## config.mk

```make
export PLATFORM = sky130hd
export DESIGN_NAME = aes_block_packer
export DESIGN_NICKNAME = d
export VERILOG_FILES = /design/src/rtl/aes_package.sv /design/src/rtl/aes_block_packer.sv
export SDC_FILE = /design/constraint.sdc
export NUM_CORES = 1
export LEC_CHECK = 0
export ABC_AREA = 1
export CAP_MARGIN = 20
export CORE_ASPECT_RATIO = 1.1
export CORE_MARGIN = 2
export CORE_UTILIZATION = 45
export DETAILED_ROUTE_END_ITERATION = 6
export HOLD_SLACK_MARGIN = 0.03
export PLACE_DENSITY = 0.76
export RECOVER_POWER = 25
export SETUP_SLACK_MARGIN = 0.5
export SYNTH_ARGS = -nofsm -noshare
export SYNTH_HDL_FRONTEND = slang
export SYNTH_SLANG_ARGS = --single-unit
```

## constraint.sdc

```tcl
create_clock -name clk_i -period 2.1 [get_ports clk_i]
set_input_delay 0.42 -clock clk_i [delete_from_list [all_inputs] [get_ports clk_i]]
set_output_delay 0.42 -clock clk_i [all_outputs]
set_load 0.05 [all_outputs]
```

## src/rtl/aes_package.sv

```systemverilog
// rtl/aes_package.sv - shared types, constants and helpers for the AES block packer
package aes_package;

  localparam int unsigned AES_WORD_W          = 32;
  localparam int unsigned AES_BLOCK_W         = 128;
  localparam int unsigned AES_WORDS_PER_BLOCK = 4;

  typedef struct packed {
    logic        start;
    logic [15:0] nb_blocks;
  } ctrl_packer_t;

  typedef struct packed {
    logic        busy;
    logic        done;
    logic [15:0] blk_cnt;
    logic        strb_err;
  } flags_packer_t;

  typedef enum logic [1:0] {
    IDLE = 2'd0,
    FILL = 2'd1,
    FULL = 2'd2
  } packer_state_t;

  function automatic logic [31:0] bswap32(input logic [31:0] w);
    return {w[7:0], w[15:8], w[23:16], w[31:24]};
  endfunction

endpackage

```

## src/rtl/aes_block_packer.sv

```systemverilog
// rtl/aes_block_packer.sv - packs 32-bit load-stream words into 128-bit AES state blocks
module aes_block_packer
  import aes_package::*;
#(
  parameter int unsigned WORD_W     = AES_WORD_W,
  parameter int unsigned BLOCK_W    = AES_BLOCK_W,
  parameter bit          SWAP_BYTES = 1'b0
) (
  input  logic                   clk_i,
  input  logic                   rst_ni,
  input  logic                   clear_i,
  input  logic                   word_valid_i,
  output logic                   word_ready_o,
  input  logic [WORD_W-1:0]      word_data_i,
  input  logic [WORD_W/8-1:0]    word_strb_i,
  output logic                   block_valid_o,
  input  logic                   block_ready_i,
  output logic [BLOCK_W-1:0]     block_data_o,
  output logic [BLOCK_W/8-1:0]   block_strb_o,
  input  ctrl_packer_t           ctrl_i,
  output flags_packer_t          flags_o
);

  packer_state_t        state_q, state_d;
  logic [1:0]           idx_q, idx_d;
  logic [BLOCK_W-1:0]   data_q, data_d;
  logic [15:0]          nb_q, nb_d;
  logic [15:0]          cnt_q, cnt_d;
  logic                 err_q, err_d;
  logic                 done_q, done_d;
  logic                 ready_q, ready_d;
  logic                 valid_q, valid_d;
  logic [WORD_W-1:0]    word_in;
  logic [15:0]          cnt_inc;

  assign word_in = SWAP_BYTES ? bswap32(word_data_i) : word_data_i;
  assign cnt_inc = cnt_q + 16'd1;

  always_comb begin
    state_d = state_q;
    idx_d   = idx_q;
    data_d  = data_q;
    nb_d    = nb_q;
    cnt_d   = cnt_q;
    err_d   = err_q;
    done_d  = 1'b0;
    if (clear_i) begin
      state_d = IDLE;
      idx_d   = 2'd0;
      data_d  = '0;
      nb_d    = '0;
      cnt_d   = '0;
      err_d   = 1'b0;
    end else begin
      case (state_q)
        IDLE: begin
          if (ctrl_i.start) begin
            if (ctrl_i.nb_blocks != 16'd0) begin
              nb_d    = ctrl_i.nb_blocks;
              cnt_d   = '0;
              err_d   = 1'b0;
              state_d = FILL;
            end else begin
              done_d = 1'b1;
            end
          end
        end
        FILL: begin
          // ready is high for the whole FILL state, so valid alone is a handshake
          if (word_valid_i) begin
            case (idx_q)
              2'd0:    data_d[BLOCK_W-1          -: WORD_W] = word_in;
              2'd1:    data_d[BLOCK_W-1-WORD_W   -: WORD_W] = word_in;
              2'd2:    data_d[BLOCK_W-1-2*WORD_W -: WORD_W] = word_in;
              default: data_d[BLOCK_W-1-3*WORD_W -: WORD_W] = word_in;
            endcase
            if (word_strb_i != '1) err_d = 1'b1;
            if (idx_q == 2'd3) begin
              idx_d   = 2'd0;
              state_d = FULL;
            end else begin
              idx_d = idx_q + 2'd1;
            end
          end
        end
        FULL: begin
          if (block_ready_i) begin
            cnt_d = cnt_inc;
            if (cnt_inc == nb_q) begin
              done_d  = 1'b1;
              state_d = IDLE;
            end else begin
              state_d = FILL;
            end
          end
        end
        default: state_d = IDLE;
      endcase
    end
    ready_d = (state_d == FILL);
    valid_d = (state_d == FULL);
  end

  always_ff @(posedge clk_i or negedge rst_ni) begin
    if (!rst_ni) begin
      state_q <= IDLE;
      idx_q   <= 2'd0;
      data_q  <= '0;
      nb_q    <= '0;
      cnt_q   <= '0;
      err_q   <= 1'b0;
      done_q  <= 1'b0;
      ready_q <= 1'b0;
      valid_q <= 1'b0;
    end else begin
      state_q <= state_d;
      idx_q   <= idx_d;
      data_q  <= data_d;
      nb_q    <= nb_d;
      cnt_q   <= cnt_d;
      err_q   <= err_d;
      done_q  <= done_d;
      ready_q <= ready_d;
      valid_q <= valid_d;
    end
  end

  assign word_ready_o     = ready_q;
  assign block_valid_o    = valid_q;
  assign block_data_o     = data_q;
  assign block_strb_o     = '1;
  assign flags_o.busy     = (state_q != IDLE);
  assign flags_o.done     = done_q;
  assign flags_o.blk_cnt  = cnt_q;
  assign flags_o.strb_err = err_q;

endmodule

```

==> flow_summary_export.csv, run 1 <==
group,metric,value,unit
grt,grtUsageTotal,26.87,%
job,max_cap_violations,0,
place,portBuffers,206,
route,num_vias,7333,
synthesis,ys.flop_type,"dfrtp_1",
clocking,cts_sinks,168,
place,hpwl,16.69,mm
finish,syn_to_final_growth,40.57,%
worst_setup_path,ff2ff_setup_slack,150,ps
synthesis,ys_ff_latch,168,
place,pre_cts_slack,-125.0,ps
worst_setup_path,reg2reg_to,"state_q[0]",
sta,min_period,1946,ps
clocking,clock_path_buffers,2,
worst_setup_path,crit_start,"cnt_q[1]",
sta,worstMarginPinSlew,1087,ps
finish,layout.nets,1259,
synthesis,synth_edf_count,0,
synthesis,muxShareOfSynthArea,0,%
worst_setup_path,cpPeakStageDelay,420,ps
die,num_rows,50,
route,drt-initial-drc-count,567,
worst_setup_path,setup.worst_path.end_class,"register",
sta,period_share,92.68,%
sta,slew_violations,0,
power_and_ir_drop,p_comb_share,13.6,%
synthesis,async_flop_share,100.0,%
synthesis,synthTopCellsByCount,"nand2_1 (364), dfrtp_1 (168), inv_1 (103)",
place,place_inst,1371,
synthesis,synthAdderAreaFrac,0.8179,%
synthesis,yosys.area_share.simple,28.56,%
worst_setup_path,path_buf_inv,1,
sta,fin_skew,11.82,ps
worst_setup_path,cp.depth,13,
synthesis,syn_inst,950,
sta,grt_setup_unrepaired,"true",
clocking,clk_pin_slew,70,ps
power_and_ir_drop,leakagePower,5.734,nW
worst_setup_path,ff2ff_path_depth,13,
grt,grt_max_degree,57,
sta,final_hold_viol_count,0,
grt,overflow,0,
power_and_ir_drop,p_int,5.561,mW
finish,post-route-cell-area,10750,um^2
route,remaining_drc_errors,0,
clocking,cts_root_buf,"clkbuf_16",
finish,fin_util,63.89,%
clocking,htree_levels,4,
clocking,numCtsBuffers,17,
synthesis,syn-cell-area,7649,um^2
place,gp_congestion,0.9401,
worst_setup_path,crit_path_end,"state_q[0]",
die,die_area,18060,um^2
clocking,clock_latency,430,ps
synthesis,postSynthAreaPerCell,8.051,um^2
synthesis,synth_compound_area_share,6.282,%
hold_path,min_path_type,"input port to register",
worst_setup_path,arrival,2250,ps
sta,slew_headroom,27.51,%
worst_setup_path,cpMostUsedCell,"nand2_1",
power_and_ir_drop,finalPower,7.729,mW
synthesis,synthTopCellsByArea,"dfrtp_1 (55%), nand2_1 (18%), inv_1 (5.1%)",
route,drt_wl_total,24.56,mm
die,die_x,128.3,um
worst_setup_path,worstSetupPathType,"register to register",
sta,whs,376.7,ps
power_and_ir_drop,power.switching,2.168,mW
worst_setup_path,critPathMaxFanout,5,
place,dpl_cell_area,10200,um^2
worst_setup_path,start_kind,"register",
worst_setup_path,crit_family,"simple AND/OR/NAND/NOR gates",
synthesis,synth-xor-area-share,0,%
route,ant_nets,0,
grt,grt_pass1_vias,7118,
power_and_ir_drop,p_per_area,718.9,nW/um^2
sta,fmax,513.8,MHz
synthesis,synth_top_cell_by_area,"dfrtp_1",
hold_path,hold_depth,2,
finish,finalNonFillerCells,1417,
power_and_ir_drop,p_clk_share,42.8,%
synthesis,yosys_warnings,0,
synthesis,synth_top_family_by_area,"simple AND/OR/NAND/NOR gates",
route,wire_per_inst,17.33,um
finish,drive_gt1_share,24.98,%
finish,antenna_cells,0,
grt,grt_pass1_wl,37.68,mm
sta,timing.final.ws_setup,153.8,ps
die,die_h,140.7,um
route,first_pass_iters,5,
worst_setup_path,required,2400,ps
synthesis,yosysMostFrequentCell,"nand2_1",
run_status,status,"finished clean",
power_and_ir_drop,power_frac_seq,43.6,%
power_and_ir_drop,vdd_drop_max,0.6028,mV
die,io_pins,223,
sta,finalSetupViolations,0,
die,start_util,45.45,%
worst_setup_path,regToRegStartpoint,"cnt_q[1]",
sta,tns,0,ps
worst_setup_path,cp_cell_sequence,"ha_4 > nand2_8 > nor2_8 > buf_12 > nand4_1 > nand2_1 > nand2_1 > nand2_1 > nand2_1 > nor2_2 > nand3_1 > nand2_2 > a21oi_2",
synthesis,netlist.area_leader.share,54.96,%
grt,antenna_found_initial,0,
power_and_ir_drop,switching_share,28.05,%
route,viasPerCell,5.175,
clocking,cts_tree,"done",
die,core,16830,um^2
worst_setup_path,critPathSlowestCell,"dfrtp_2",
synthesis,yosysSeqAreaShare,54.96,%
synthesis,synth_cell_types,28,
registers in the layout, summed over array words and instances (netlist names), 2 cells and up:
| name | cells |
|---|---|
| block_data_o | 128 |
| cnt_q | 16 |
| nb_q | 16 |
| idx_q | 2 |
| state_q | 2 |
cell type report:
class                   instances  area (um^2)
fillers                      1426         6077
flip-flops and latches        168         4219
multi-input cells             638         2948
repair buffers                267         2312
clock buffers                  18        429.2
inverters                     104        390.4
well taps                     208        260.3
clock inverters                14        192.7
placed cells by master (no fill, tap or decap), types with 45 or more instances in the layout:
cell / Yosys / final
inv_1: 103 / 100
dfrtp_1: 168 / 156
nor2_1: 62 / 54
nand2_1: 364 / 355
nand3_1: 72 / 70
clkdlybuf4s50_1: 0 / 55
buf_2: 21 / 83
o21ai_0: 51 / 51
clkdlybuf4s15_2: 0 / 56
buf_4: 19 / 45
power by group through the flow:
stage               logic [mW]  clock network (mW)  registers (mW)
floorplan                0.386                   0            3.62
global placement          1.03                   0            3.43
detailed placement        1.04                   0            3.43
finish                    1.05                3.31            3.37
global route              1.12                3.49            3.38
CTS                       1.01                3.35            3.37
timing repair:
item | CTS | global route
hold buffers | 1 | 0
pin swaps | 11 | 12
gates resized for setup | 617 | 36
hold endpoints to repair | 32 | 0
setup endpoints to repair | 234 | 219
setup buffers | 3 | 7
cloned | 1 | 2
logic make-up after synthesis:
group	Yosys count
compound gates	87
fa+ha+maj	5
buf+inv	160
flops	168
other cells	1
simple gates	529
per-layer routing:
layer  vias up  part of all wire (%)  global-route usage (%)
met5         -                     0                       0
met4         0                   3.1                   10.87
met3        48                   9.9                   7.287
met2       379                    48                   43.70
met1      3480                    39                   34.04
li1       3426                     -                       -
how the worst min path moves through the flow:
stage / startpoint / end / slack [ps]
floorplan: rst_ni / block_data_o[0] / 120
global placement: rst_ni / nb_q[6] / 360
detailed placement: rst_ni / nb_q[3] / 360
CTS: clear_i / word_ready_o / 360
global route: clear_i / word_ready_o / 390
finish: clear_i / word_ready_o / 380
Note: power is estimated with default switching activity, not from simulation.
==> inputs of run 2 (changes only) <==
--- a/config.mk
+++ b/config.mk
@@ -6,7 +6,7 @@
 export NUM_CORES = 1
 export LEC_CHECK = 0
 export ABC_AREA = 1
-export CAP_MARGIN = 20
+export CAP_MARGIN = 10
 export CORE_ASPECT_RATIO = 1.1
 export CORE_MARGIN = 2
 export CORE_UTILIZATION = 45
==> results of run 2 <==
The final DEF is identical to that of run 1; final timing and power are the same.
==> inputs of run 3 (changes only) <==
--- a/config.mk
+++ b/config.mk
@@ -7,7 +7,6 @@
 export LEC_CHECK = 0
 export ABC_AREA = 1
 export CAP_MARGIN = 10
-export CORE_ASPECT_RATIO = 1.1
 export CORE_MARGIN = 2
 export CORE_UTILIZATION = 45
 export DETAILED_ROUTE_END_ITERATION = 6
==> run 3 against run 2 <==
Effect of this change:
- global-route usage decreased by 0.63 points
- register-to-register slack improved by 110 ps
- critical endpoint is now word_ready_o
- die area about the same
- clock-buffer cell count up 4
- critical path depth fell by 1
- sequential power is essentially flat
- clock power down 2%
- fmax increased by 6.2%
- sequential cell count did not move
- core utilization shrank 0.97 points
- sequential share of layout area up 1.2 points
- largest cell class unchanged
==> flow_summary_export.csv, run 3 (same netlist as run 1, synthesis figures left out) <==
group,metric,value,unit
die,io_pins,223,
worst_setup_path,setup.worst_path.end_class,"register",
route,ant_nets,0,
route,first_pass_iters,5,
clocking,cts_tree,"done",
finish,final_common_cell,"nand2_1",
die,die_x,134.4,um
sta,whs,338.8,ps
sta,slew_violations,0,
grt,antenna_found_initial,1,
finish,fillers,1506,
sta,grt_setup_unrepaired,"true",
sta,fmax,545.7,MHz
power_and_ir_drop,leakagePower,5.837,nW
route,drt-initial-drc-count,562,
clocking,clk_pin_slew,70,ps
sta,fin_skew,13.43,ps
clocking,clock_latency,430,ps
sta,period_share,87.26,%
finish,finalNonFillerCells,1425,
grt,grt_pass1_wl,37.16,mm
grt,grt_max_degree,54,
finish,layout.nets,1254,
route,remaining_drc_errors,0,
sta,slew_headroom,43.25,%
die,num_rows,47,
place,gp_congestion,0.9005,
finish,post-route-cell-area,10430,um^2
grt,overflow,0,
finish,syn_to_final_growth,36.41,%
place,hpwl,16.31,mm
power_and_ir_drop,p_per_area,733.7,nW/um^2
sta,final_hold_viol_count,0,
worst_setup_path,regToRegStartpoint,"cnt_q[0]",
die,start_util,46.12,%
finish,largest_reg_flops,128,
finish,multiInputGateArea,2948,um^2
route,viasPerCell,5.057,
finish,mostFrequentLayoutCells,"nand2_1 (352), dfrtp_1 (156), buf_2 (140)",
place,dpl_cell_area,10200,um^2
power_and_ir_drop,p_int,5.563,mW
clocking,numCtsBuffers,17,
power_and_ir_drop,vdd_drop_max,0.5673,mV
sta,timing.final.ws_setup,267.5,ps
worst_setup_path,required,2410,ps
die,die_h,134.4,um
power_and_ir_drop,p_comb_share,13.7,%
hold_path,min_path_type,"input port to register",
place,place_inst,1377,
worst_setup_path,critPathMaxFanout,4,
worst_setup_path,cp_cell_sequence,"ha_4 > inv_1 > nand2_2 > nand3_2 > nor2_1 > nand3_1 > nor2_2 > nand2_1 > nor2_2 > nand3_1 > nand2_1 > a21oi_1",
worst_setup_path,cpPeakStageDelay,450,ps
clocking,cts_root_buf,"clkbuf_16",
clocking,htree_levels,4,
place,portBuffers,206,
sta,worstMarginPinSlew,851.3,ps
worst_setup_path,worstSetupPathType,"register to register",
worst_setup_path,crit_start,"cnt_q[0]",
place,pre_cts_slack,-153.0,ps
sta,finalSetupViolations,0,
sta,min_period,1832,ps
worst_setup_path,critPathSlowestCell,"dfrtp_2",
power_and_ir_drop,power_frac_seq,44.0,%
worst_setup_path,start_kind,"register",
finish,seqCellArea,4219,um^2
route,num_vias,7206,
hold_path,hp-start,"clear_i",
route,wire_per_inst,16.87,um
die,core,16580,um^2
grt,grt_pass1_vias,7085,
job,max_cap_violations,0,
die,die_area,18060,um^2
finish,drive_gt1_share,25.25,%
worst_setup_path,arrival,2140,ps
route,drt_wl_total,24.04,mm
power_and_ir_drop,power.switching,2.093,mW
run_status,status,"finished clean",
power_and_ir_drop,switching_share,27.34,%
power_and_ir_drop,p_clk_share,42.2,%
clocking,clock_path_buffers,2,
clocking,cts_sinks,168,
grt,grtUsageTotal,26.24,%
==> run 3: cell count changes in the layout (fill, tap and decap cells not counted), moves of 6 or more <==
cell	before	now
buf_4	45	34
inv_2	4	10
clkdlybuf4s18_2	8	1
buf_2	83	140
inv_1	100	94
clkdlybuf4s15_2	56	4
==> run 3: area by class of cell <==
type / count / area share (%)
Sequential cell: 168 / 40.44
Inverter: 104 / 3.741
Clock buffer: 22 / 4.353
Timing Repair Buffer: 263 / 19.19
Tap cell: 220 / 2.638
Antenna cell: 1 / 0.02398
Clock inverter: 10 / 1.367
Multi-Input combinational cell: 637 / 28.25
==> run 3: routing by layer <==
layer / track usage [%] / routed length, um / vias to the layer above
met5: 0 / 0 / -
met4: 8.480 / 405 / 0
met3: 8.692 / 2309 / 29
met2: 42.77 / 11680 / 306
met1: 33.16 / 9647 / 3455
li1: - / - / 3416
==> run 3: stage by stage <==
stage	util, %	TNS, ps	power, mW
after global routing	62.92	0	7.903
after CTS	63.17	0	7.646
after global placement	61.51	-1053	4.458
final	62.92	0	7.655
after detailed placement	61.51	-1936	4.469
after floorplan	-	0	4.011
==> run 3: worst max-delay path: cells and delay by family (launching register included) <==
kind	cells	cell delay, ps
and+or+nand+nor	9	880
DFF	1	450
adders and majority gates	1	280
AOI/OAI and AO/OA	1	60
buffers and inverters	1	50
==> run 3: power by group through the flow <==
| stage | sequential, mW | clock [mW] | combinational (mW) |
|---|---|---|---|
| 6_report | 3.37 | 3.23 | 1.05 |
| 3_5_place_dp | 3.43 | 0 | 1.04 |
| 4_1_cts | 3.37 | 3.26 | 1.01 |
| 5_1_grt | 3.38 | 3.39 | 1.13 |
| 3_3_place_gp | 3.43 | 0 | 1.03 |
| 2_1_floorplan | 3.62 | 0 | 0.386 |
==> run 3: worst paths after layout <==
path,to,slack (ps),cells after the start
min in group asynchronous,nb_q[5],520,2
max in group asynchronous,block_data_o[105],370,3
worst min-delay path,done_q,340,2
worst max-delay path,word_ready_o,270,12
worst max register to register,word_ready_o,270,12
worst min register to register,block_data_o[114],460,2
==> run 3: what timing repair did <==
action                     CTS  global route
hold buffers                 1             0
setup endpoints to repair  238           216
hold endpoints to repair    50             0
cloned                       1             5
resized for setup          659           145
pin swaps                    6             4
buffers inserted             5             3
